===== src/rtl/alu_pkg.sv =====
// Shared types and constants for the ALU result buffer slice: opcode
// encoding, the per-result {Z,N,V} flag record and the ALU datapath width.
package alu_pkg;

  localparam int ALU_WIDTH = 4;

  typedef enum logic [1:0] {
    ALU_ADD  = 2'b00,
    ALU_SUB  = 2'b01,
    ALU_NAND = 2'b10,
    ALU_XOR  = 2'b11
  } alu_op_t;

  typedef struct packed {
    logic z;
    logic n;
    logic v;
  } alu_flags_t;

  // ADD and SUB are the only opcodes that produce meaningful sign/overflow.
  function automatic logic is_arith(input logic [1:0] op);
    return (op == ALU_ADD) || (op == ALU_SUB);
  endfunction

endpackage


===== src/rtl/alu_result_buffer_if.sv =====
// Handshake bundle between the ALU (producer), the result buffer and the
// writeback consumer. The buffer takes the slave view; whoever drives the
// ALU side and consumes results takes the master view.
interface alu_result_buffer_if
  import alu_pkg::*;
#(
  parameter int WIDTH = ALU_WIDTH
);

  logic             in_valid;
  logic             in_ready;
  logic [WIDTH-1:0] in_result;
  logic             in_error;
  logic [1:0]       in_opcode;

  logic             out_valid;
  logic             out_ready;
  logic [WIDTH-1:0] out_result;
  logic [2:0]       out_flags;

  modport master (
    output in_valid, in_result, in_error, in_opcode, out_ready,
    input  in_ready, out_valid, out_result, out_flags
  );

  modport slave (
    input  in_valid, in_result, in_error, in_opcode, out_ready,
    output in_ready, out_valid, out_result, out_flags
  );

endinterface


===== src/rtl/result_fifo.sv =====
// Generic synchronous FIFO storage: DEPTH entries of WIDTH bits, wrapping
// pointers and an occupancy counter from which full/empty are derived.
// Head data is read straight from storage, so there is no in->out bypass.
module result_fifo #(
  parameter int WIDTH = 7,
  parameter int DEPTH = 4
) (
  input  logic                     clk,
  input  logic                     rst_n,
  input  logic                     push,
  input  logic                     pop,
  input  logic [WIDTH-1:0]         wr_data,
  output logic [WIDTH-1:0]         rd_data,
  output logic [$clog2(DEPTH):0]   count,
  output logic                     full,
  output logic                     empty
);

  localparam int PW = $clog2(DEPTH);
  localparam logic [PW:0] FULL_COUNT = (PW + 1)'(DEPTH);

  logic [WIDTH-1:0] mem [DEPTH];
  logic [PW-1:0]    wr_ptr;
  logic [PW-1:0]    rd_ptr;
  logic             do_push;
  logic             do_pop;

  assign full    = (count == FULL_COUNT);
  assign empty   = (count == '0);
  assign do_push = push && !full;
  assign do_pop  = pop && !empty;
  assign rd_data = mem[rd_ptr];

  // Storage write; cleared on reset so the head reads zero until first push.
  always_ff @(posedge clk or negedge rst_n) begin
    if (!rst_n) begin
      for (int i = 0; i < DEPTH; i++) begin
        mem[i] <= '0;
      end
    end else if (do_push) begin
      mem[wr_ptr] <= wr_data;
    end
  end

  // Pointer advance, wrapping naturally modulo DEPTH.
  always_ff @(posedge clk or negedge rst_n) begin
    if (!rst_n) begin
      wr_ptr <= '0;
      rd_ptr <= '0;
    end else begin
      if (do_push) wr_ptr <= wr_ptr + 1'b1;
      if (do_pop)  rd_ptr <= rd_ptr + 1'b1;
    end
  end

  // Occupancy tracking; simultaneous push and pop leave it unchanged.
  always_ff @(posedge clk or negedge rst_n) begin
    if (!rst_n) begin
      count <= '0;
    end else begin
      case ({do_push, do_pop})
        2'b10:   count <= count + 1'b1;
        2'b01:   count <= count - 1'b1;
        default: count <= count;
      endcase
    end
  end

endmodule


===== src/rtl/alu_result_buffer.sv =====
// ALU result buffer: captures ALU results with a valid/ready handshake,
// tags each with {Z,N,V} flags, queues them in result_fifo and commits the
// architectural flag register when an entry is drained.
// Optional feature: define ALU_RESULT_BUFFER_ERRCNT_EN to add err_count,
// a saturating count of arithmetic pushes that reported overflow.
module alu_result_buffer
  import alu_pkg::*;
#(
  parameter int WIDTH = ALU_WIDTH,
  parameter int DEPTH = 4
) (
  input  logic                    clk,
  input  logic                    rst_n,
  alu_result_buffer_if.slave      bus,
  output alu_flags_t              flag_reg,
  output logic [$clog2(DEPTH):0]  count
`ifdef ALU_RESULT_BUFFER_ERRCNT_EN
  ,
  output logic [7:0]              err_count
`endif
);

  localparam int EW = WIDTH + 3;

  alu_flags_t     in_flags;
  alu_flags_t     head_flags;
  logic [EW-1:0]  wr_entry;
  logic [EW-1:0]  rd_entry;
  logic           full;
  logic           empty;
  logic           push;
  logic           pop;

  assign push = bus.in_valid && !full;
  assign pop  = bus.out_ready && !empty;

  // Flags for the incoming result; logic ops carry forward committed N/V.
  always_comb begin
    in_flags   = '0;
    in_flags.z = (bus.in_result == '0);
    if (is_arith(bus.in_opcode)) begin
      in_flags.n = bus.in_result[WIDTH-1];
      in_flags.v = bus.in_error;
    end else begin
      in_flags.n = flag_reg.n;
      in_flags.v = flag_reg.v;
    end
  end

  assign wr_entry = {bus.in_result, in_flags};

  result_fifo #(
    .WIDTH (EW),
    .DEPTH (DEPTH)
  ) u_fifo (
    .clk     (clk),
    .rst_n   (rst_n),
    .push    (push),
    .pop     (pop),
    .wr_data (wr_entry),
    .rd_data (rd_entry),
    .count   (count),
    .full    (full),
    .empty   (empty)
  );

  assign head_flags     = rd_entry[2:0];
  assign bus.in_ready   = !full;
  assign bus.out_valid  = !empty;
  assign bus.out_result = rd_entry[EW-1:3];
  assign bus.out_flags  = head_flags;

  // Architectural flags follow the entry handed to the consumer.
  always_ff @(posedge clk or negedge rst_n) begin
    if (!rst_n) begin
      flag_reg <= '0;
    end else if (pop) begin
      flag_reg <= head_flags;
    end
  end

`ifdef ALU_RESULT_BUFFER_ERRCNT_EN
  // Saturating tally of accepted ADD/SUB results flagged as overflow.
  always_ff @(posedge clk or negedge rst_n) begin
    if (!rst_n) begin
      err_count <= '0;
    end else if (push && bus.in_error && is_arith(bus.in_opcode) && (err_count != 8'hFF)) begin
      err_count <= err_count + 8'd1;
    end
  end
`endif

endmodule


===== src/flat_wrapper.sv =====
// flat-port wrapper written by rule: the top's interface ports become plain ports
module alu_result_buffer_flat import alu_pkg::*;
#(
  parameter int WIDTH = ALU_WIDTH,
  parameter int DEPTH = 4
)
  (clk, rst_n, flag_reg, count, bus_in_valid, bus_in_result, bus_in_error, bus_in_opcode, bus_out_ready, bus_in_ready, bus_out_valid, bus_out_result, bus_out_flags);
  alu_result_buffer_if #(.WIDTH(WIDTH)) bus_i ();
  input  logic clk;
  input  logic rst_n;
  output alu_flags_t flag_reg;
  output logic [$clog2(DEPTH):0] count;
  input wire logic [$bits(bus_i.in_valid)-1:0] bus_in_valid;
  input wire logic [$bits(bus_i.in_result)-1:0] bus_in_result;
  input wire logic [$bits(bus_i.in_error)-1:0] bus_in_error;
  input wire logic [$bits(bus_i.in_opcode)-1:0] bus_in_opcode;
  input wire logic [$bits(bus_i.out_ready)-1:0] bus_out_ready;
  output wire logic [$bits(bus_i.in_ready)-1:0] bus_in_ready;
  output wire logic [$bits(bus_i.out_valid)-1:0] bus_out_valid;
  output wire logic [$bits(bus_i.out_result)-1:0] bus_out_result;
  output wire logic [$bits(bus_i.out_flags)-1:0] bus_out_flags;
  assign bus_i.in_valid = bus_in_valid;
  assign bus_i.in_result = bus_in_result;
  assign bus_i.in_error = bus_in_error;
  assign bus_i.in_opcode = bus_in_opcode;
  assign bus_i.out_ready = bus_out_ready;
  assign bus_in_ready = bus_i.in_ready;
  assign bus_out_valid = bus_i.out_valid;
  assign bus_out_result = bus_i.out_result;
  assign bus_out_flags = bus_i.out_flags;
  alu_result_buffer #(.WIDTH(WIDTH), .DEPTH(DEPTH)) u_core (.clk(clk), .rst_n(rst_n), .bus(bus_i), .flag_reg(flag_reg), .count(count));
endmodule

===== config.mk =====
export PLATFORM = sky130hd
export DESIGN_NAME = alu_result_buffer_flat
export DESIGN_NICKNAME = d
export VERILOG_FILES = /design/src/rtl/alu_pkg.sv /design/src/rtl/alu_result_buffer_if.sv /design/src/rtl/result_fifo.sv /design/src/rtl/alu_result_buffer.sv /design/src/flat_wrapper.sv
export SDC_FILE = /design/constraint.sdc
export NUM_CORES = 1
export LEC_CHECK = 0
export ABC_AREA = 0
export BUFFER_PORTS_ARGS = -buffer_cell sky130_fd_sc_hd__buf_2
export CAP_MARGIN = 10
export CORE_ASPECT_RATIO = 1.5
export CORE_MARGIN = 3
export CORE_UTILIZATION = 50
export CTS_CLUSTER_SIZE = 10
export DETAILED_ROUTE_END_ITERATION = 10
export PLACE_DENSITY = 0.73
export SLEW_MARGIN = 20
export SYNTH_ARGS = -nofsm -noshare
export SYNTH_HDL_FRONTEND = slang
export SYNTH_SLANG_ARGS = --single-unit
export TNS_END_PERCENT = 5

===== constraint.sdc =====
create_clock -name clk -period 2.1 [get_ports clk]
set_input_delay 0.63 -clock clk [delete_from_list [all_inputs] [get_ports clk]]
set_output_delay 0.63 -clock clk [all_outputs]
set_load 0.02 [all_outputs]

==> Word level (Yosys, flattened, before mapping) <==
Cells that the tools add are included.
{ "op_classes": {"reduce_logical": 12, "eq_ne": 4, "n_bitwise": 2, "magnitude_cmp": 3, "addsub": 4, "muxes": 8} }
{ "ops": {"columns": ["op", "n"], "rows": [
  ["28-bit bitwise mux", 1],
  ["7-bit 2-to-1 mux", 3],
  ["7-bit binary-select mux with 2-bit select", 1],
  ["7-bit demux with 2-bit select", 1],
  ["3-bit >= comparator, second input constant", 2],
  ["2-bit inverter with 3-bit output", 2],
  ["3-bit one-hot mux with 2 select lines", 1],
  ["1-bit logical AND", 5],
  ["2-bit by 1-bit adder with 2-bit output, second input constant", 2],
  ["2-bit by 1-bit equality test with 1-bit output, second input constant", 2],
  ["4-bit zero test", 1],
  ["3-bit by 1-bit adder with 3-bit output, second input constant", 1],
  ["3-bit equality test, second input constant", 1],
  ["3-bit zero test", 1],
  ["3-bit by 1-bit < comparator with 1-bit output, second input constant", 1],
  ["3-bit by 1-bit subtractor with 3-bit output, second input constant", 1],
  ["2-bit equality test, second input constant", 1],
  ["1-bit zero test", 2],
  ["2-bit zero test", 1],
  ["2-bit 2-to-1 mux", 1],
  ["2-bit nonzero test", 1],
  ["1-bit logical OR", 1]
]} }
{ "totals": {"regBits": 38, "out_inout_bits": 15, "wordCells": 43, "inputBits": 11} }

==> Logic depth before layout (Yosys ltp) <==
{ "logic_depth": {"word_depth": 6, "ltp_mapped": 9, "mapped_depth_nobuf": 8} }

==> Hierarchy <==
Synthesis repeated with hierarchy kept, for this count alone.
{ "unflattened": {"cells_unflattened": 118, "hier_area_um2": 1798.0} }
{ "modules_own_cells": {"columns": ["module", "seq_area_each_um2", "n_inst", "area_per_inst_um2", "cells_per_inst"], "rows": [
  ["result_fifo", 875.8, 1, 1621.6, 105],
  ["alu_result_buffer", 75.1, 1, 176.4, 13]
]} }

==> Least setup slack after synthesis <==
OpenSTA, ideal clock, no wires.
{ "synth_timing": {"kind": "reg2reg", "startpoint": "reg u_core.u_fifo.count[0]", "endpoint": "reg u_core.u_fifo.count[2]", "arrival_ps": 2096, "path_buffers": 1, "path_stages_with_launch": 10, "setup_slack_ps": -75, "setup_ps": 80, "t_required_ps": 2020, "path_cell_list": "dfrtp_1 > or3b_1 > buf_6 > nand2_2 > ha_1 > inv_1 > fa_1 > xor2_1 > nor2_1 > xor2_1"} }
{ "synth_via": {"elab_chain_cells": 6} }
{ "synth_rtl": {"columns": ["item", "line", "text"], "rows": [
  ["from (decl)", "result_fifo.sv:14", "output logic [$clog2(DEPTH):0] count,"],
  ["from (signal assigned)", "result_fifo.sv:62", "2'b10: count <= count + 1'b1;"],
  ["from (signal assigned)", "result_fifo.sv:63", "2'b01: count <= count - 1'b1;"],
  ["from (signal assigned)", "result_fifo.sv:64", "default: count <= count;"],
  ["3-bit equality test *", "result_fifo.sv:28", "assign full = (count == FULL_COUNT);"],
  ["1-bit zero test *", null, null],
  ["named net bus_in_ready", "flat_wrapper.sv:18", "output wire logic [$bits(bus_i.in_ready)-1:0] bus_in_ready;"],
  ["1-bit logical AND", "alu_result_buffer.sv:34", "assign push = bus.in_valid && !full;"],
  ["1-bit logical AND *", "result_fifo.sv:30", "assign do_push = push && !full;"],
  ["2-bit by 1-bit equality test with 1-bit output / 2-bit equality test (equally long branches)", "result_fifo.sv:61", "case ({do_push, do_pop})"],
  ["3-bit one-hot mux with 2 select lines / 2-bit nonzero test (equally long branches)", null, null]
]} }
Mark *: on every way through the listed nets, which the timed path passes. The rest lies on a longest branch.
A chain may end at the register's enable or synchronous reset.

==> Worst setup path after layout <==
{ "layout_timing": {"startpoint": "reg u_core.u_fifo.rd_ptr[0]", "endpoint": "out bus_out_flags[1]"} }
{ "layout_via": {"elab_chain_cells": 4} }
{ "layout_rtl": {"columns": ["item", "line", "text"], "rows": [
  ["from (decl)", "result_fifo.sv:24", "logic [PW-1:0] rd_ptr;"],
  ["from (signal assigned)", "result_fifo.sv:52", "if (do_pop) rd_ptr <= rd_ptr + 1'b1;"],
  ["2-bit inverter with 3-bit output (implied by the code)", "result_fifo.sv:32", "assign rd_data = mem[rd_ptr];"],
  ["7-bit binary-select mux with 2-bit select", "result_fifo.sv:32", null],
  ["7-bit 2-to-1 mux (implied by the code) (2 in a row)", "result_fifo.sv:32", null],
  ["to (decl)", "flat_wrapper.sv:21", "output wire logic [$bits(bus_i.out_flags)-1:0] bus_out_flags;"]
]} }
No other way between the ends. The select of a mux whose other input is x is not followed.

==> impl_summary.txt <==
----------------------------------------------------
[Run status]
  Outcome ... finished, violations left
  Violated checks ... setup timing

[Critical path]
  Kind of end point of the critical path ... output pin
  Crit-path cells ... buf_4 > mux4_2 > buf_2
  CP Class ... register to output pin
  Top delay family on crit path ... multiplexers
  Nature of the critical path startpoint ... register
  Worst path required time ... 1.47 ns
  Biggest fanout along the worst timing path ... 2
  Max stage delay on crit path ... 0.50 ns
  Data arrival time of the critical path ... 1.51 ns
  Slowest cell on crit path ... sky130_fd_sc_hd__mux4_2
  Number of buffers and inverters on the critical path ... 2

[GRT]
  Number of global-route vias before repair ... 1105
  Pin count of the biggest net entering global routing ... 21
  Global-route wire length before repair ... 5370 um
  Aggregate global-route resource usage ... 17.9%
  Total congestion overflow ... 0
  Initial antenna violation count ... 0

[Floorplanning]
  Top-level port count ... 26
  Total Die Area ... 4380 um2
  Starting density of the core ... 52.3%
  Y dimension of the die ... 79.6 um
  Standard-cell row count ... 26
  Die extent in x ... 55.0 um
  Core region area ... 3450 um2

[STA]
  Unrepaired setup endpoints after global routing ... yes
  Final total negative setup slack ... -0.118 ns
  Number of max-slew violations in the final report ... 0
  Time the worst path needs with I/O delays and setup ... 2.14 ns
  Hold Vio Cnt, Final ... 0
  Final Skew ... 0.00610 ns
  Worst hold slack ... 0.284 ns
  Finish-stage setup viols ... 7
  Transition time of the tightest slew-check pin ... 0.515 ns
  Worst setup slack after layout ... -0.0387 ns
  Peak Freq ... 468 MHz
  Headroom to the max-slew limit ... 65.4%
  Crit share post-route ... 102%

[Layout]
  Area taken by flip-flops and latches ... 955 um2
  Number of nets in the finished design ... 164
  Flip-flop count of the largest register, all copies and words added ... 28
  Area added between synthesis and finish ... 20.2%
  Share of cells above drive strength 1 ... 58.8%
  Layout filler cell count ... 299
  Number of diodes added for antenna fixing ... 0
  Multi-input combinational cell area ... 822 um2

[Power]
  Leakage dissipation ... 0.983 nW
  Power per cell area ... 1690 nW/um2
  Maximum resistive drop on vdd ... 1040 uV

[Logic synthesis]
  Ys Warns ... 0
  Net count after synthesis ... 130
  Proportion of netlist area held by the largest area contributor ... 52.7%
  Dominant cells by area after synthesis ... sky130_fd_sc_hd__dfrtp_1, sky130_fd_sc_hd__mux2_2, sky130_fd_sc_hd__mux4_2
  Netlist area before placement ... 1800 um2
  Post-synthesis sequential area ratio ... 52.7%
  Most numerous cell types in the synthesized netlist ... sky130_fd_sc_hd__dfrtp_1, sky130_fd_sc_hd__mux2_2, sky130_fd_sc_hd__mux4_2
  Avg Inst Size Synth ... 16.0 um2
  Async set-or-reset flop fraction in the synthesized netlist ... 100%
  Most common cell in the synthesized netlist ... sky130_fd_sc_hd__dfrtp_1
  Cell taking the most area after synthesis ... sky130_fd_sc_hd__dfrtp_1
  Synthesis-stage register bit count ... 38
  Number of instances in the synthesized netlist ... 113
  Number of enable-type register cells in the synthesized netlist ... 0
  Xor/xnor share of the synthesized area ... 2.91%
  Post-synthesis cell type count ... 21
  Synth Area in Simple Gates ... 5.83%
  Primary FF master, synth ... sky130_fd_sc_hd__dfrtp_1
  Share of the synthesized area in compound gates (AO/OA/AOI/OAI) ... 0.485%
  Share of synthesized area spent on multiplexers ... 30.5%
  Largest family of logic cells by synthesized area ... multiplexers
  Adder-cell area share of the yosys netlist ... 4.58%

[Place]
  Post-placement worst setup slack ... 0.0976 ns
  Post-DP HPWL ... 2470 um
  Gpl congestion ... 0.704
  I/O Buffers ... 24

[Clock network]
  TritonCTS clock tree ... yes
  Number of buffers on the longest clock path ... 2
  Number of clock sinks ... 38
  Number of buffers created by CTS ... 5
  Buffer cell driving the clock tree root ... sky130_fd_sc_hd__clkbuf_8
  CTS clk-pin slew, worst paths ... 0.07 ns
  H-tree Lvls ... 2
  Clock latency at the later pin of the worst-skew pair ... 0.29 ns
  Hold buffer count at cts ... 0

[Routing]
  Detail-routed via count per cell ... 5.32
  DR pass1 iterations ... 3
  Overall routed net length ... 3290 um
  Mean routed wirelength per cell ... 17.3 um
  Total vias in the final route ... 1010
  Antenna-violating nets left ... 0
  Count of routing violations after the opening detailed-route iteration ... 9
  DRC viols ... 0

[Hold path]
  Path class of the lowest-slack min-delay path ... input port to asynchronous set/reset pin

[Flow run]
  Count of max-cap constraint violations ... 0

----------------------------------------------------
## power breakdown
group	total [W]	leakage (nW)	switching, W	internal, W
logic	0.00174	0.471	0.000817	0.000925
registers	0.00133	0.460	0.000234	0.00110
clock network	0.000601	0.0524	0.000246	0.000355
total	0.00368	0.983	0.00130	0.00238
## final timing paths
path	start	to	slack, ns	cells past startpoint
hold reg to reg	u_core.u_fifo.mem[13]	u_core.u_fifo.mem[13]	0.50	1
min in group clk	u_core.u_fifo.mem[13]	u_core.u_fifo.mem[13]	0.50	1
hold / removal	rst_n	u_core.u_fifo.mem[26]	0.28	1
setup reg to reg	u_core.u_fifo.count[1]	u_core.u_fifo.count[2]	0.13	8
max in group asynchronous	rst_n	u_core.u_fifo.mem[22]	1.36	2
setup / recovery	u_core.u_fifo.rd_ptr[0]	bus_out_flags[1]	-0.04	3
## per-layer routing
| metal | up-vias | GRT usage [%] | part of all wire, % |
|---|---|---|---|
| met4 | 0 | 6.57 | 1.8 |
| met3 | 5 | 5.05 | 4.5 |
| met2 | 20 | 30.2 | 54 |
| li1 | 474 | - | - |
| met5 | - | 0 | 0 |
| met1 | 511 | 20.8 | 40 |
## final cells by class
cell class                 count  share of cell area [%]
clock buffer                   7                    3.52
clock inverter                 1                    1.38
sequential                    38                    44.0
tap                           42                    2.42
inverter                       5                   0.865
timing repair buffer          32                    9.92
multi-input combinational     65                    37.9
## what timing repair did
item	4_1_cts	5_1_grt
endpoints found under the hold margin	0	0
buffers inserted	1	1
setup endpoints to repair	8	8
resized for setup	4	0
gates cloned	0	0
## cells in the final DEF, fill, tap and decap left out, drive strengths merged
cell / Yosys / final
xnor2: 3 / 3
mux2: 34 / 34
fa: 1 / 1
or3: 1 / 1
xor2: 3 / 3
inv: 5 / 5
o31a: 1 / 1
nand3: 4 / 4
clkbuf: 2 / 7
bufinv: 0 / 1
nor2: 1 / 1
nor4: 1 / 1
dfrtp: 38 / 38
or3b: 1 / 1
ha: 5 / 5
buf: 3 / 32
mux2i: 1 / 1
nand2: 2 / 2
mux4: 7 / 7
## stage by stage
step	area [um2]	util, %	cells	total power (W)
2_1_floorplan	1830	-	113	0.00256
3_3_place_gp	2040	59.0	180	0.00296
3_5_place_dp	2040	59.0	180	0.00307
4_1_cts	2160	62.7	189	0.00372
5_1_grt	2170	62.9	190	0.00391
6_report	2170	62.9	190	0.00368
## logic make-up (layout without fill, tap and decap cells)
kind of cell               count (synthesis)  in the layout
adders and majority gates                  6              6
buffers and inverters                     10             45
and+or+nand+nor                           10             10
xor gates and xnor gates                   6              6
muxes                                     42             42
DFF                                       38             38
AOI/OAI and AO/OA                          1              1
Power figures use the tool's default switching activity.
